$ cat src/rtl/gf_syndrome_bank.sv
// Bank of NCH GF(2^M) Horner accumulators that evaluate one received codeword
// at alpha^(FIRST_ROOT+j). The highest-order symbol arrives first.
module gf_syndrome_bank #(
    parameter int          M          = 5,
    parameter logic [M-1:0] POLY      = 5'b00101,
    parameter int          NCH        = 4,
    parameter int          FIRST_ROOT = 1,
    parameter int          NSYM       = 31,
    parameter int          CW         = 5
) (
    input  logic             clock_i,
    input  logic             reset_i,
    input  logic             start_i,
    input  logic             din_valid_i,
    input  logic [M-1:0]     din_i,
    input  logic             hold_i,
    output logic             busy_o,
    output logic             done_o,
    output logic [NCH*M-1:0] syn_out_o,
    output logic [CW-1:0]    sym_cnt_o
);

    localparam int ORDER = (1 << M) - 1;

    // Multiply by alpha: shift up, and fold the overflowing x^M back in as POLY.
    function automatic logic [M-1:0] xtime(input logic [M-1:0] a);
        logic [M-1:0] s;
        s = {a[M-2:0], 1'b0};
        if (a[M-1])
            s = s ^ POLY;
        return s;
    endfunction

    function automatic logic [M-1:0] mul_alpha_pow(input logic [M-1:0] a, input int k);
        logic [M-1:0] r;
        r = a;
        for (int i = 0; i < ORDER; i++) begin
            if (i < k)
                r = xtime(r);
        end
        return r;
    endfunction

    typedef enum logic [1:0] {
        IDLE  = 2'd0,
        ACCUM = 2'd1,
        DONE  = 2'd2
    } state_t;

    state_t                 state_q, state_d;
    logic [NCH-1:0][M-1:0]  acc_q, acc_d;
    logic [CW-1:0]          cnt_q, cnt_d;
    logic                   accept;

    always_comb begin
        state_d = state_q;
        acc_d   = acc_q;
        cnt_d   = cnt_q;
        accept  = (state_q == ACCUM) && din_valid_i && !hold_i && !start_i;
        // start overrides hold and restarts from any state
        if (start_i) begin
            state_d = ACCUM;
            acc_d   = '0;
            cnt_d   = '0;
        end else if (accept) begin
            for (int j = 0; j < NCH; j++)
                acc_d[j] = mul_alpha_pow(acc_q[j], (FIRST_ROOT + j) % ORDER) ^ din_i;
            cnt_d = cnt_q + CW'(1);
            if (cnt_d == CW'(NSYM))
                state_d = DONE;
        end
    end

    always_ff @(posedge clock_i) begin
        if (reset_i) begin
            state_q <= IDLE;
            acc_q   <= '0;
            cnt_q   <= '0;
        end else begin
            state_q <= state_d;
            acc_q   <= acc_d;
            cnt_q   <= cnt_d;
        end
    end

    assign busy_o    = (state_q == ACCUM);
    assign done_o    = (state_q == DONE);
    assign syn_out_o = acc_q;
    assign sym_cnt_o = cnt_q;

endmodule
$ cat config.mk
export PLATFORM = sky130hd
export DESIGN_NAME = gf_syndrome_bank
export DESIGN_NICKNAME = d
export VERILOG_FILES = /design/src/rtl/gf_syndrome_bank.sv
export SDC_FILE = /design/constraint.sdc
export NUM_CORES = 1
export LEC_CHECK = 0
export ABC_CLOCK_PERIOD_IN_PS = 2500
export CORE_MARGIN = 10
export CORE_UTILIZATION = 45
export CTS_CLUSTER_SIZE = 14
export DETAILED_ROUTE_END_ITERATION = 7
export PLACE_DENSITY = 0.76
export SYNTH_ARGS = -nofsm -noshare
export SYNTH_HDL_FRONTEND = slang
export SYNTH_SLANG_ARGS = --single-unit
export TNS_END_PERCENT = 20
$ cat constraint.sdc
create_clock -name clock_i -period 2.5 [get_ports clock_i]
set_input_delay 0.25 -clock clock_i [delete_from_list [all_inputs] [get_ports clock_i]]
set_output_delay 0.25 -clock clock_i [all_outputs]
set_load 0.01 [all_outputs]
## After elaboration in Yosys (flattened, before gate mapping)

Cells that the tools add are included.

| cells by class | value |
|---|---|
| add/subtract/negate cells | 1 |
| equal/unequal tests | 3 |
| multiplexer cells | 33 |
| bitwise operators | 14 |
| reductions and logical operators | 10 |

Operator list:

| cell | number |
|---|---|
| $mux W5 | 20 |
| $mux W3 | 10 |
| $not A2 Y2 | 10 |
| $xor A5 B5 Y5 | 4 |
| $add A5 B1 Y5 const B | 1 |
| $eq A5 B5 Y1 const B | 1 |
| $reduce_and A2 Y1 | 2 |
| $reduce_bool A2 Y1 | 2 |
| $logic_and A1 B1 Y1 | 3 |
| $mux W1 | 3 |
| $eq A2 B1 Y1 const B | 1 |
| $eq A2 B2 Y1 const B | 1 |
| $logic_not A1 Y1 | 2 |
| $reduce_or A2 Y1 | 1 |

| word-level totals | value |
|---|---|
| register bits after elaboration | 27 |
| bits of input ports | 10 |
| word-level logic and storage cells | 68 |

## Logic depth before layout (Yosys ltp)

Gate-level depths: netlist of the first run.

| logic depth | value |
|---|---|
| word-level depth | 19 |
| depth in mapped cells | 6 |
| mapped depth without buffers | 5 |

## Worst setup path after synthesis of the first run

Ideal clock, no wire load.

| timing | value |
|---|---|
| kind | register to register |
| start | reg state_q[1] |
| end | reg cnt_q[4], in the netlist sym_cnt_o[4] |
| setup time | 0.132 ns |
| data arrival time | 1.241 ns |
| setup slack | 1.126 ns |
| cell stages (with the launch flop) | 7 |
| path buffers | 2 |
| cells stage by stage | dfxtp_1 -> nand4bb_1 -> or2_1 -> clkbuf_2 -> clkbuf_1 -> o21ai_0 -> a21oi_1 |

| on the way | value |
|---|---|
| word-level cells in the longest chain between the ends | 4 |

Ends and longest elaborated chain:

| item | RTL line | text |
|---|---|---|
| start: declaration | 50 | `state_t state_q, state_d;` |
| start signal: assignment | 80 | `state_q <= state_d;` |
| $eq A2 B1 Y1 | 59 | `accept = (state_q == ACCUM) && din_valid_i && !hold_i && !start_i;` |
| $logic_and A1 B1 Y1 (3 in series) | 59 |  |
| end signal: assignment | 82 | `cnt_q <= cnt_d;` |
| end: declaration | 52 | `logic [CW-1:0] cnt_q, cnt_d;` |

No other way between the ends.
A chain may end at the register's enable or synchronous reset.

## Final worst setup path of the first run

| timing | value |
|---|---|
| start | in start_i |
| end | reg acc_q, in the netlist syn_out_o[12] |

| on the way | value |
|---|---|
| word-level cells in the longest chain between the ends | 2 |
| elaborated cells on any way between the ends | 3 |
| those cells by class | 3 x reduce/logical |

Ends and longest elaborated chain:

| item | RTL line | text |
|---|---|---|
| start: declaration | 13 | `input logic start_i,` |
| $logic_not A1 Y1 | 59 |  |
| $logic_and A1 B1 Y1 | 59 |  |
| end signal: assignment | 77 | `acc_q <= '0;` |
| end signal: assignment | 81 | `acc_q <= acc_d;` |
| end: declaration | 51 | `logic [NCH-1:0][M-1:0] acc_q, acc_d;` |

Parallel ways exist; a longest one is shown, timed or not.

==> flow_metrics.py, run 1 <==
metrics = {
    "cells_and_area": {
        "nets": 194,
        "drive_gt1_frac": 0.03867,
        "num-fill-cells": 263,
        "antenna_cells": 0,
        "area_growth_pct": 29.24,
    },
    "drt": {
        "drc_errors": 0,
        "wl_met2_mm": 1.535,
        "ant_nets": 0,
        "drt-met1-wl_mm": 1.429,
        "wl_met3_um": 296,
        "routedWlPerCell_um": 15.45,
        "finalWirelength_mm": 3.275,
        "drt_iter0_markers": 55,
        "firstDrtPassIters": 4,
        "routed_via_density": 5.311,
        "vias": 1126,
        "dr.max_layer_used": "met4",
    },
    "power": {
        "peakVddDrop_uv": 306.7,
        "p_comb_frac": 0.115,
        "leakagePower_nw": 0.5061,
        "p_per_area_nw_per_um2": 418.4,
        "clkPwrFrac": 0.266,
        "p_seq_frac": 0.619,
        "netSwitchingFraction": 0.2437,
        "p_int_mw": 0.5372,
        "finalPower_mw": 0.7104,
        "p_switching_mw": 0.1731,
    },
    "cts": {
        "cts_max_path_buffers": 2,
        "cts_resized": 0,
        "worst_skew_pair.late_latency_ps": 330,
        "post_cts_buffers": 0,
        "numCtsBuffers": 3,
        "ctsHoldBuffers": 0,
        "clk_pin_slew_worst_paths_ps": 140,
        "htreeDepth": 1,
        "clock-sinks": 27,
        "cts_tree": "built",
        "clk_root_buffer_cell": "clkbuf_4",
    },
    "worst_setup_path": {
        "cp-start-kind": "input pin",
        "path_cells": "clkdlybuf4s50_1 > nand4bb_1 > or2_1 > or3_1 > a21oi_1",
        "worstSetupEndpointType": "register",
        "cpLargestDelayFamily": "simple AND/OR/NAND/NOR gates",
        "critPathArrivalTime_ps": 1940,
        "path_buf_inv": 1,
        "path_class": "input pin to register",
        "path_max_fanout": 16,
        "worstPathRequired_ps": 2760,
        "cp_slowest_cell": "clkdlybuf4s50_1",
        "critPathMaxStageDelay_ps": 450,
    },
    "logic_synthesis": {
        "netlist_area_um2": 1314,
        "ys_seq_area_frac": 0.4114,
        "avgSynthCellArea_um2": 8.587,
        "synth_fa_ha_area_frac": 0.01905,
        "yosysWarnings": 0,
        "yosys.area_share.simple": 0.1667,
        "synth_compound_area_frac": 0.1571,
        "postSynthCellCount": 153,
        "synth-seq-cells": 27,
        "syn_nets": 165,
        "synth_top_family_by_area": "XOR/XNOR gates",
        "synthMuxAreaShare": 0,
        "ys_types": 24,
        "synthXorXnorAreaFrac": 0.2000,
    },
    "placement": {
        "io_buffers": 36,
        "dp_hpwl_mm": 2.414,
        "pre_cts_ws_ps": 481.1,
        "gp_congestion": 0.8165,
    },
    "global_routing": {
        "grt_antenna_before_repair": 0,
        "first_global_vias": 1131,
        "overflow": 0,
        "grt_first_pass_wirelength_mm": 5.416,
        "grt_use_total": 0.1218,
        "grt_max_degree": 34,
    },
    "floorplan": {
        "rows": 19,
        "die_h_um": 74.03,
        "dieArea_um2": 5480,
        "initial_core_util": 0.4723,
        "die_w_um": 74.03,
        "io_pins": 37,
        "core_um2": 2781,
    },
    "sta": {
        "tns_ps": 0,
        "max_freq_mhz": 594.0,
        "fin_crit_sh": 0.6734,
        "finalMaxSlewViolations": 0,
        "rsz0062_at_grt": "false",
        "skew_ps": 10.60,
        "relSlewSlack": 0.6611,
        "hold_viol": 0,
        "min_period_ps": 1684,
        "finalSetupViolCount": 0,
        "tightest_slew_ps": 508.4,
        "finalWorstSetupSlack_ps": 816.4,
    },
    "flow_run": {
        "max_cap_violations": 0,
    },
    "min_path": {
        "holdCritPathClass": "register to register",
    },
    "outcome": {
        "run_status": "finished, final reports clean",
    },
}
-- placed cells by master, fill, tap and decap left out, drive strengths merged --
cell and count:
buf 1, a32o 1, clkinv 1, nor2 16
o21ai 6, nand3 2, nor2b 4, xnor2 30
a21oi 12, nor3b 1, a211oi 12, clkdlybuf4s50 36
o21bai 1, inv 2, a41oi 1, or2 2
ha 2, clkbuf 3, dfxtp 27, nand4bb 1
and3 1, or3 6, nand2 13
-- metal layers --
metal	vias to the layer above	GRT usage
li1	564	-
met1	531	0.1388
met2	29	0.2036
met3	2	0.04787
met4	0	0.03934
met5	-	0
-- stage by stage --
stage	hold WS [ps]	instance area, um2	utilization	instances
floorplan	419.2	1314	-	153
global placement	487.6	1670	0.6005	208
detailed placement	483.0	1670	0.6005	208
CTS	508.9	1698	0.6104	212
global route	535.8	1698	0.6104	212
finish	508.9	1698	0.6104	212
-- power groups by stage --
stage	Sequential, mW	Clock (mW)	Combinational, mW
2_1_floorplan	0.450	0	0.0507
3_3_place_gp	0.449	0	0.0801
3_5_place_dp	0.449	0	0.0823
4_1_cts	0.440	0.197	0.0828
5_1_grt	0.441	0.213	0.0902
6_report	0.440	0.189	0.0819
-- layout make-up --
class	instances	area, um2	area share
clock buffers	3	22.52	0.01326
clock inverters	1	5.005	0.002948
inverters	2	7.507	0.004422
multi-input cells	111	715.7	0.4215
flip-flops and latches	27	540.5	0.3183
well taps	31	38.79	0.02284
repair buffers	37	367.9	0.2167
-- worst min-delay path, stage by stage, from the launching register on --
cell and delay, ps:
dfxtp_1 360, nand2_1 70, a21oi_1 50
-- logic make-up after synthesis --
logic type,count (synthesis)
AOI/OAI and AO/OA,33
xor gates and xnor gates,30
adders and majority gates,2
buffers and inverters,15
and+or+nand+nor,46
DFF,27
-- state kept, by name (all words and copies together) (netlist names) --
register	cells
state_q	2
sym_cnt_o	5
syn_out_o	20
-- path summary, 6_finish.rpt --
| path | end | slack [ps] | cells after the start | start |
|---|---|---|---|---|
| setup / recovery | syn_out_o[12] | 820 | 5 | start_i |
| hold / removal | syn_out_o[7] | 510 | 2 | syn_out_o[7] |
| setup reg to reg | syn_out_o[12] | 870 | 4 | state_q[1] |
| hold reg to reg | syn_out_o[7] | 510 | 2 | syn_out_o[7] |
-- cells in the mapped netlist --
library cell	count	share of area
xnor2_1	30	0.20
dfxtp_1	27	0.41
nor2_1	16	0.046
nand2_1	13	0.037
a211oi_1	12	0.069
a21oi_1	12	0.046
clkbuf_1	8	0.023
o21ai_0	6	0.023
or3_1	6	0.029
nor2b_1	4	0.019
buf_1	2	0.0057
buf_2	2	0.0076
ha_1	2	0.019
inv_1	2	0.0057
nand3_1	2	0.0076
a32o_1	1	0.0076
a41oi_1	1	0.0067
and3_1	1	0.0048
clkbuf_2	1	0.0038
nand4bb_1	1	0.0086
nor3b_1	1	0.0057
o21bai_1	1	0.0057
or2_1	1	0.0048
or2_2	1	0.0048
No activity file was read; power rests on OpenSTA's default activity.
==> run 2, diff against run 1 <==
--- a/config.mk
+++ b/config.mk
@@ -5,7 +5,7 @@
 export SDC_FILE = /design/constraint.sdc
 export NUM_CORES = 1
 export LEC_CHECK = 0
-export ABC_CLOCK_PERIOD_IN_PS = 2500
+export ABC_CLOCK_PERIOD_IN_PS = 1770
 export CORE_MARGIN = 10
 export CORE_UTILIZATION = 45
 export CTS_CLUSTER_SIZE = 14
==> constraint.sdc (replaced) <==
create_clock -name clock_i -period 1.77 [get_ports clock_i]
set_input_delay 0.177 -clock clock_i [delete_from_list [all_inputs] [get_ports clock_i]]
set_output_delay 0.177 -clock clock_i [all_outputs]
set_load 0.01 [all_outputs]
==> run 2 against run 1 <==
Compared with the run above:
- global-route usage shrank 0.54 points
- largest power group unchanged
- power increased by 42%
- sequential share of layout area down 0.69 points
- largest cell class unchanged
- worst setup slack lost 620 ps
- die area is the same
- highest routed layer unchanged
- via count fell by 0.89%
- utilization grew 1.3 points
==> flow_metrics.py, run 2 (synthesized netlist as in run 1, its figures left out) <==
metrics = {
    "cts": {
        "numCtsBuffers": 3,
        "ctsHoldBuffers": 0,
        "worst_skew_pair.late_latency_ps": 320,
        "post_cts_buffers": 0,
        "clk_root_buffer_cell": "clkbuf_4",
        "cts_max_path_buffers": 2,
        "cts_resized": 0,
        "clk_pin_slew_worst_paths_ps": 150,
        "clock-sinks": 27,
        "htreeDepth": 1,
        "cts_tree": "built",
    },
    "drt": {
        "routedWlPerCell_um": 14.34,
        "routed_via_density": 5.191,
        "drc_errors": 0,
        "dr.max_layer_used": "met4",
        "drt-met1-wl_mm": 1.401,
        "finalWirelength_mm": 3.084,
        "wl_met3_um": 300,
        "vias": 1116,
        "ant_nets": 0,
        "wl_met2_mm": 1.368,
        "firstDrtPassIters": 4,
        "drt_iter0_markers": 53,
    },
    "placement": {
        "gp_congestion": 0.8462,
        "dp_hpwl_mm": 2.325,
        "io_buffers": 36,
    },
    "floorplan": {
        "die_h_um": 74.03,
        "initial_core_util": 0.4723,
        "rows": 19,
        "io_pins": 37,
        "die_w_um": 74.03,
        "core_um2": 2781,
        "dieArea_um2": 5480,
    },
    "sta": {
        "fin_crit_sh": 0.8868,
        "max_freq_mhz": 637.1,
        "tightest_slew_ps": 467.4,
        "hold_viol": 0,
        "hold_ws_ps": 489.6,
        "finalSetupViolCount": 0,
        "skew_ps": 10.04,
        "relSlewSlack": 0.6884,
        "finalMaxSlewViolations": 0,
        "min_period_ps": 1570,
        "tns_ps": 0,
        "rsz0062_at_grt": "false",
    },
    "worst_setup_path": {
        "critPathArrivalTime_ps": 1390,
        "crit_end": "done_o",
        "r2r_start": "state_q[1]",
        "worstSetupStartpoint": "state_q[1]",
        "r2r-end": "syn_out_o[12]",
        "path_class": "register to output pin",
        "r2r_cells": 4,
        "cp-start-kind": "register",
        "path_max_fanout": 4,
        "worstPathRequired_ps": 1590,
        "worstSetupEndpointType": "output pin",
        "rrSetupSlack_ps": 300,
    },
    "cells_and_area": {
        "final_cell_mix": "36 x clkdlybuf4s50_1, 30 x xnor2_1, 27 x dfxtp_1, 15 x nor2_1, 13 x nand2_1",
        "fin_util": 0.6239,
        "antenna_cells": 0,
        "largest_reg_flops": 20,
        "drive_gt1_frac": 0.05435,
        "nets": 197,
        "area_growth_pct": 32.09,
        "final_common_cell": "clkdlybuf4s50_1",
    },
    "global_routing": {
        "overflow": 0,
        "grt_first_pass_wirelength_mm": 5.237,
        "grt_antenna_before_repair": 0,
        "grt_max_degree": 32,
        "first_global_vias": 1149,
        "grt_use_total": 0.1163,
    },
    "min_path": {
        "holdCritPathClass": "register to register",
    },
    "power": {
        "p_per_area_nw_per_um2": 580.8,
        "leakagePower_nw": 0.5179,
        "peakVddDrop_uv": 414.3,
    },
    "outcome": {
        "run_status": "finished, final reports clean",
    },
    "flow_run": {
        "max_cap_violations": 0,
    },
}
## run 2: layout make-up
| class | count | area, um2 |
|---|---|---|
| clock buffer | 3 | 22.52 |
| clock inverter | 1 | 7.507 |
| fill | 268 | 1046 |
| inverter | 2 | 7.507 |
| multi-input combinational | 111 | 715.7 |
| sequential | 27 | 540.5 |
| tap | 31 | 38.79 |
| timing repair buffer | 40 | 402.9 |
## run 2: worst min-delay path by stage
| stage | from | endpoint | slack, ps | cells after the start |
|---|---|---|---|---|
| after CTS | syn_out_o[15] | syn_out_o[15] | 500 | 2 |
| after global routing | syn_out_o[15] | syn_out_o[15] | 530 | 2 |
| after detailed placement | syn_out_o[7] | syn_out_o[7] | 480 | 2 |
| final | syn_out_o[15] | syn_out_o[15] | 490 | 2 |
| after floorplan | reset_i | state_q[0] | 350 | 2 |
| after global placement | syn_out_o[15] | syn_out_o[15] | 480 | 2 |
## run 2: where the power goes
| part | switching [mW] | total (mW) | internal (mW) |
|---|---|---|---|
| clock network | 0.182 | 0.268 | 0.0862 |
| logic | 0.0554 | 0.119 | 0.0632 |
| registers | 0.00655 | 0.621 | 0.614 |
| total | 0.244 | 1.01 | 0.764 |
## run 2: metrics by stage
stage | instance area, um2 | setup slack [ps] | std cells | total power [mW]
after floorplan | 1314 | 396.5 | 153 | 0.7067
after global placement | 1705 | 44.79 | 211 | 0.7509
after detailed placement | 1705 | 3.669 | 211 | 0.7532
after CTS | 1735 | 181.6 | 215 | 1.016
after global routing | 1735 | 110.3 | 215 | 1.049
final | 1735 | 200.3 | 215 | 1.008
## run 2: routing by layer
metal	vias up	track usage
li1	573	-
met2	27	0.1828
met5	-	0
met3	2	0.05319
met4	0	0.03106
met1	514	0.1403
## run 2: critical path, stage by stage, from the launching register on
cell             delay (ps)
dfxtp_1                 390
nor2b_1                 130
clkdlybuf4s50_1         540
==> run 3, diff against run 2 <==
--- a/config.mk
+++ b/config.mk
@@ -5,12 +5,13 @@
 export SDC_FILE = /design/constraint.sdc
 export NUM_CORES = 1
 export LEC_CHECK = 0
+export ABC_AREA = 1
 export ABC_CLOCK_PERIOD_IN_PS = 1770
 export CORE_MARGIN = 10
 export CORE_UTILIZATION = 45
 export CTS_CLUSTER_SIZE = 14
 export DETAILED_ROUTE_END_ITERATION = 7
-export PLACE_DENSITY = 0.76
+export PLACE_DENSITY = 0.75
 export SYNTH_ARGS = -nofsm -noshare
 export SYNTH_HDL_FRONTEND = slang
 export SYNTH_SLANG_ARGS = --single-unit
==> run 3 against run 2 <==
Compared with the run above:
- sequential power barely moved
- routed wire length increased by 8.1%
- register-to-register slack improved by 180 ps
- largest cell class unchanged
- highest routed layer unchanged
==> flow_metrics.py, run 3 <==
metrics = {
    "sta": {
        "finalMaxSlewViolations": 0,
        "finalSetupViolCount": 0,
        "finalWorstSetupSlack_ps": 120.1,
        "max_freq_mhz": 606.1,
        "relSlewSlack": 0.6128,
        "skew_ps": 12.33,
        "rsz0062_at_grt": "false",
        "min_period_ps": 1650,
        "fin_crit_sh": 0.9322,
        "tns_ps": 0,
        "tightest_slew_ps": 580.2,
        "hold_viol": 0,
    },
    "worst_setup_path": {
        "path_max_fanout": 3,
        "worstSetupEndpointType": "output pin",
        "critPathMaxStageDelay_ps": 540,
        "path_cells": "inv_1 > nand2_2 > inv_2 > clkdlybuf4s50_1",
        "cp-start-kind": "register",
        "path_class": "register to output pin",
        "rrSetupSlack_ps": 480,
        "worstPathRequired_ps": 1590,
        "critPathArrivalTime_ps": 1470,
        "cp_slowest_cell": "clkdlybuf4s50_1",
    },
    "global_routing": {
        "first_global_vias": 1163,
        "grt_max_degree": 28,
        "grt_antenna_before_repair": 0,
        "grt_first_pass_wirelength_mm": 5.368,
        "grt_use_total": 0.1186,
        "overflow": 0,
    },
    "power": {
        "p_switching_mw": 0.2535,
        "netSwitchingFraction": 0.2495,
        "peakVddDrop_uv": 321.3,
        "leakagePower_nw": 0.6296,
        "p_per_area_nw_per_um2": 560.7,
        "p_seq_frac": 0.614,
        "p_comb_frac": 0.132,
        "clkPwrFrac": 0.254,
        "p_int_mw": 0.7624,
    },
    "cts": {
        "clock-sinks": 27,
        "cts_max_path_buffers": 2,
        "clk_root_buffer_cell": "clkbuf_4",
        "cts_resized": 0,
        "htreeDepth": 1,
        "numCtsBuffers": 3,
        "cts_tree": "built",
        "post_cts_buffers": 0,
        "ctsHoldBuffers": 0,
        "worst_skew_pair.late_latency_ps": 320,
        "clk_pin_slew_worst_paths_ps": 150,
    },
    "logic_synthesis": {
        "synth_edf_count": 0,
        "synth-seq-cells": 27,
        "ys_seq_area_frac": 0.3868,
        "yosysWarnings": 0,
        "avgSynthCellArea_um2": 8.790,
        "ys_types": 25,
        "yosys-top-cells-area": "dfxtp_1 39%, xnor2_1 10%, a211oi_2 9.0%",
        "postSynthCellCount": 159,
        "syn_nets": 171,
        "synthFlopType": "dfxtp_1",
        "synth_common_cells": "27 x dfxtp_1, 20 x nor2_1, 17 x a21oi_1, 16 x xnor2_1, 11 x nand2_1",
        "async_flop_share": 0,
        "netlist_area_um2": 1398,
        "synth_top_area_frac": 0.3868,
        "yosys.area.top_type": "dfxtp_1",
        "synth_most_common_cell": "dfxtp_1",
    },
    "cells_and_area": {
        "design_area_um2": 1812,
        "nets": 207,
        "area_growth_pct": 29.63,
        "stdcell_count": 227,
        "final_common_cell": "clkdlybuf4s50_1",
        "largest_reg_flops": 20,
        "final_cell_mix": "36 x clkdlybuf4s50_1, 27 x dfxtp_1, 20 x nor2_1, 17 x a21oi_1, 16 x xnor2_1",
        "antenna_cells": 0,
        "drive_gt1_frac": 0.1289,
    },
    "placement": {
        "pre_cts_ws_ps": 267.8,
        "dp_hpwl_mm": 2.538,
        "gp_congestion": 0.8250,
        "dp.cells": 223,
        "post_dp_cell_area_um2": 1784,
        "io_buffers": 36,
    },
    "drt": {
        "finalWirelength_mm": 3.334,
        "drc_errors": 0,
        "vias": 1183,
        "routedWlPerCell_um": 14.69,
        "drt_iter0_markers": 29,
        "routed_via_density": 5.211,
        "ant_nets": 0,
        "firstDrtPassIters": 4,
    },
    "floorplan": {
        "rows": 20,
        "die_w_um": 75.73,
        "initial_core_util": 0.4654,
        "io_pins": 37,
        "dieArea_um2": 5735,
        "die_h_um": 75.73,
        "core_um2": 3003,
    },
    "min_path": {
        "holdCritPathClass": "register to register",
    },
    "flow_run": {
        "max_cap_violations": 0,
    },
    "outcome": {
        "run_status": "finished, final reports clean",
    },
}
run 3: cell count changes after synthesis, sizes merged, moves of 7 or more:
cell    previous run  this run
clkbuf             9         0
xnor2             30        16
inv                2        11
nor2              16        23
xor2               0         9
run 3: logic make-up after synthesis:
| kind of cell | after synthesis | share of synthesized area |
|---|---|---|
| flip-flops | 27 | 0.3868 |
| AND/OR/NAND/NOR | 47 | 0.1692 |
| buffers and inverters | 19 | 0.07431 |
| adder cells (fa/ha/maj) | 2 | 0.01790 |
| AO/OA/AOI/OAI | 39 | 0.1952 |
| XOR/XNOR | 25 | 0.1567 |
run 3: path summary, 6_finish.rpt:
kind / start / endpoint / cells after the start
min: state_q[1] / state_q[1] / 2
max reg2reg: sym_cnt_o[0] / state_q[1] / 7
max: state_q[1] / busy_o / 4
min reg2reg: state_q[1] / state_q[1] / 2
run 3: cell type report:
class	instances	area, um2
tap	33	41.29
fill	273	1191
multi-input combinational	113	753.2
clock buffer	3	22.52
sequential	27	540.5
inverter	11	41.29
timing repair buffer	39	407.9
clock inverter	1	5.005
run 3: power by group through the flow:
stage | logic, mW | registers, mW | clock network (mW)
floorplan | 0.0777 | 0.638 | 0
global placement | 0.131 | 0.636 | 0
detailed placement | 0.135 | 0.637 | 0
CTS | 0.136 | 0.624 | 0.266
global route | 0.146 | 0.625 | 0.290
finish | 0.135 | 0.623 | 0.258
run 3: per-layer routing:
| layer | wire, um | vias to the layer above | global-route usage |
|---|---|---|---|
| li1 | - | 594 | - |
| met1 | 1446 | 560 | 0.1324 |
| met2 | 1593 | 27 | 0.2021 |
| met5 | 0 | - | 0 |
| met4 | 8 | 0 | 0.03299 |
| met3 | 286 | 2 | 0.04948 |
run 3: per-stage QoR:
| stage | hold slack (ps) | total power, mW | util |
|---|---|---|---|
| floorplan | 342.7 | 0.7157 | - |
| global placement | 491.9 | 0.7673 | 0.5942 |
| detailed placement | 513.5 | 0.7716 | 0.5942 |
| CTS | 532.1 | 1.025 | 0.6033 |
| global route | 566.9 | 1.061 | 0.6033 |
| finish | 531.6 | 1.016 | 0.6033 |
run 3: critical path: cells and delay by family (launching register included):
kind | cells | cell delay [ps]
buffers and inverters | 3 | 720
flip-flops | 1 | 330
AND/OR/NAND/NOR | 1 | 110
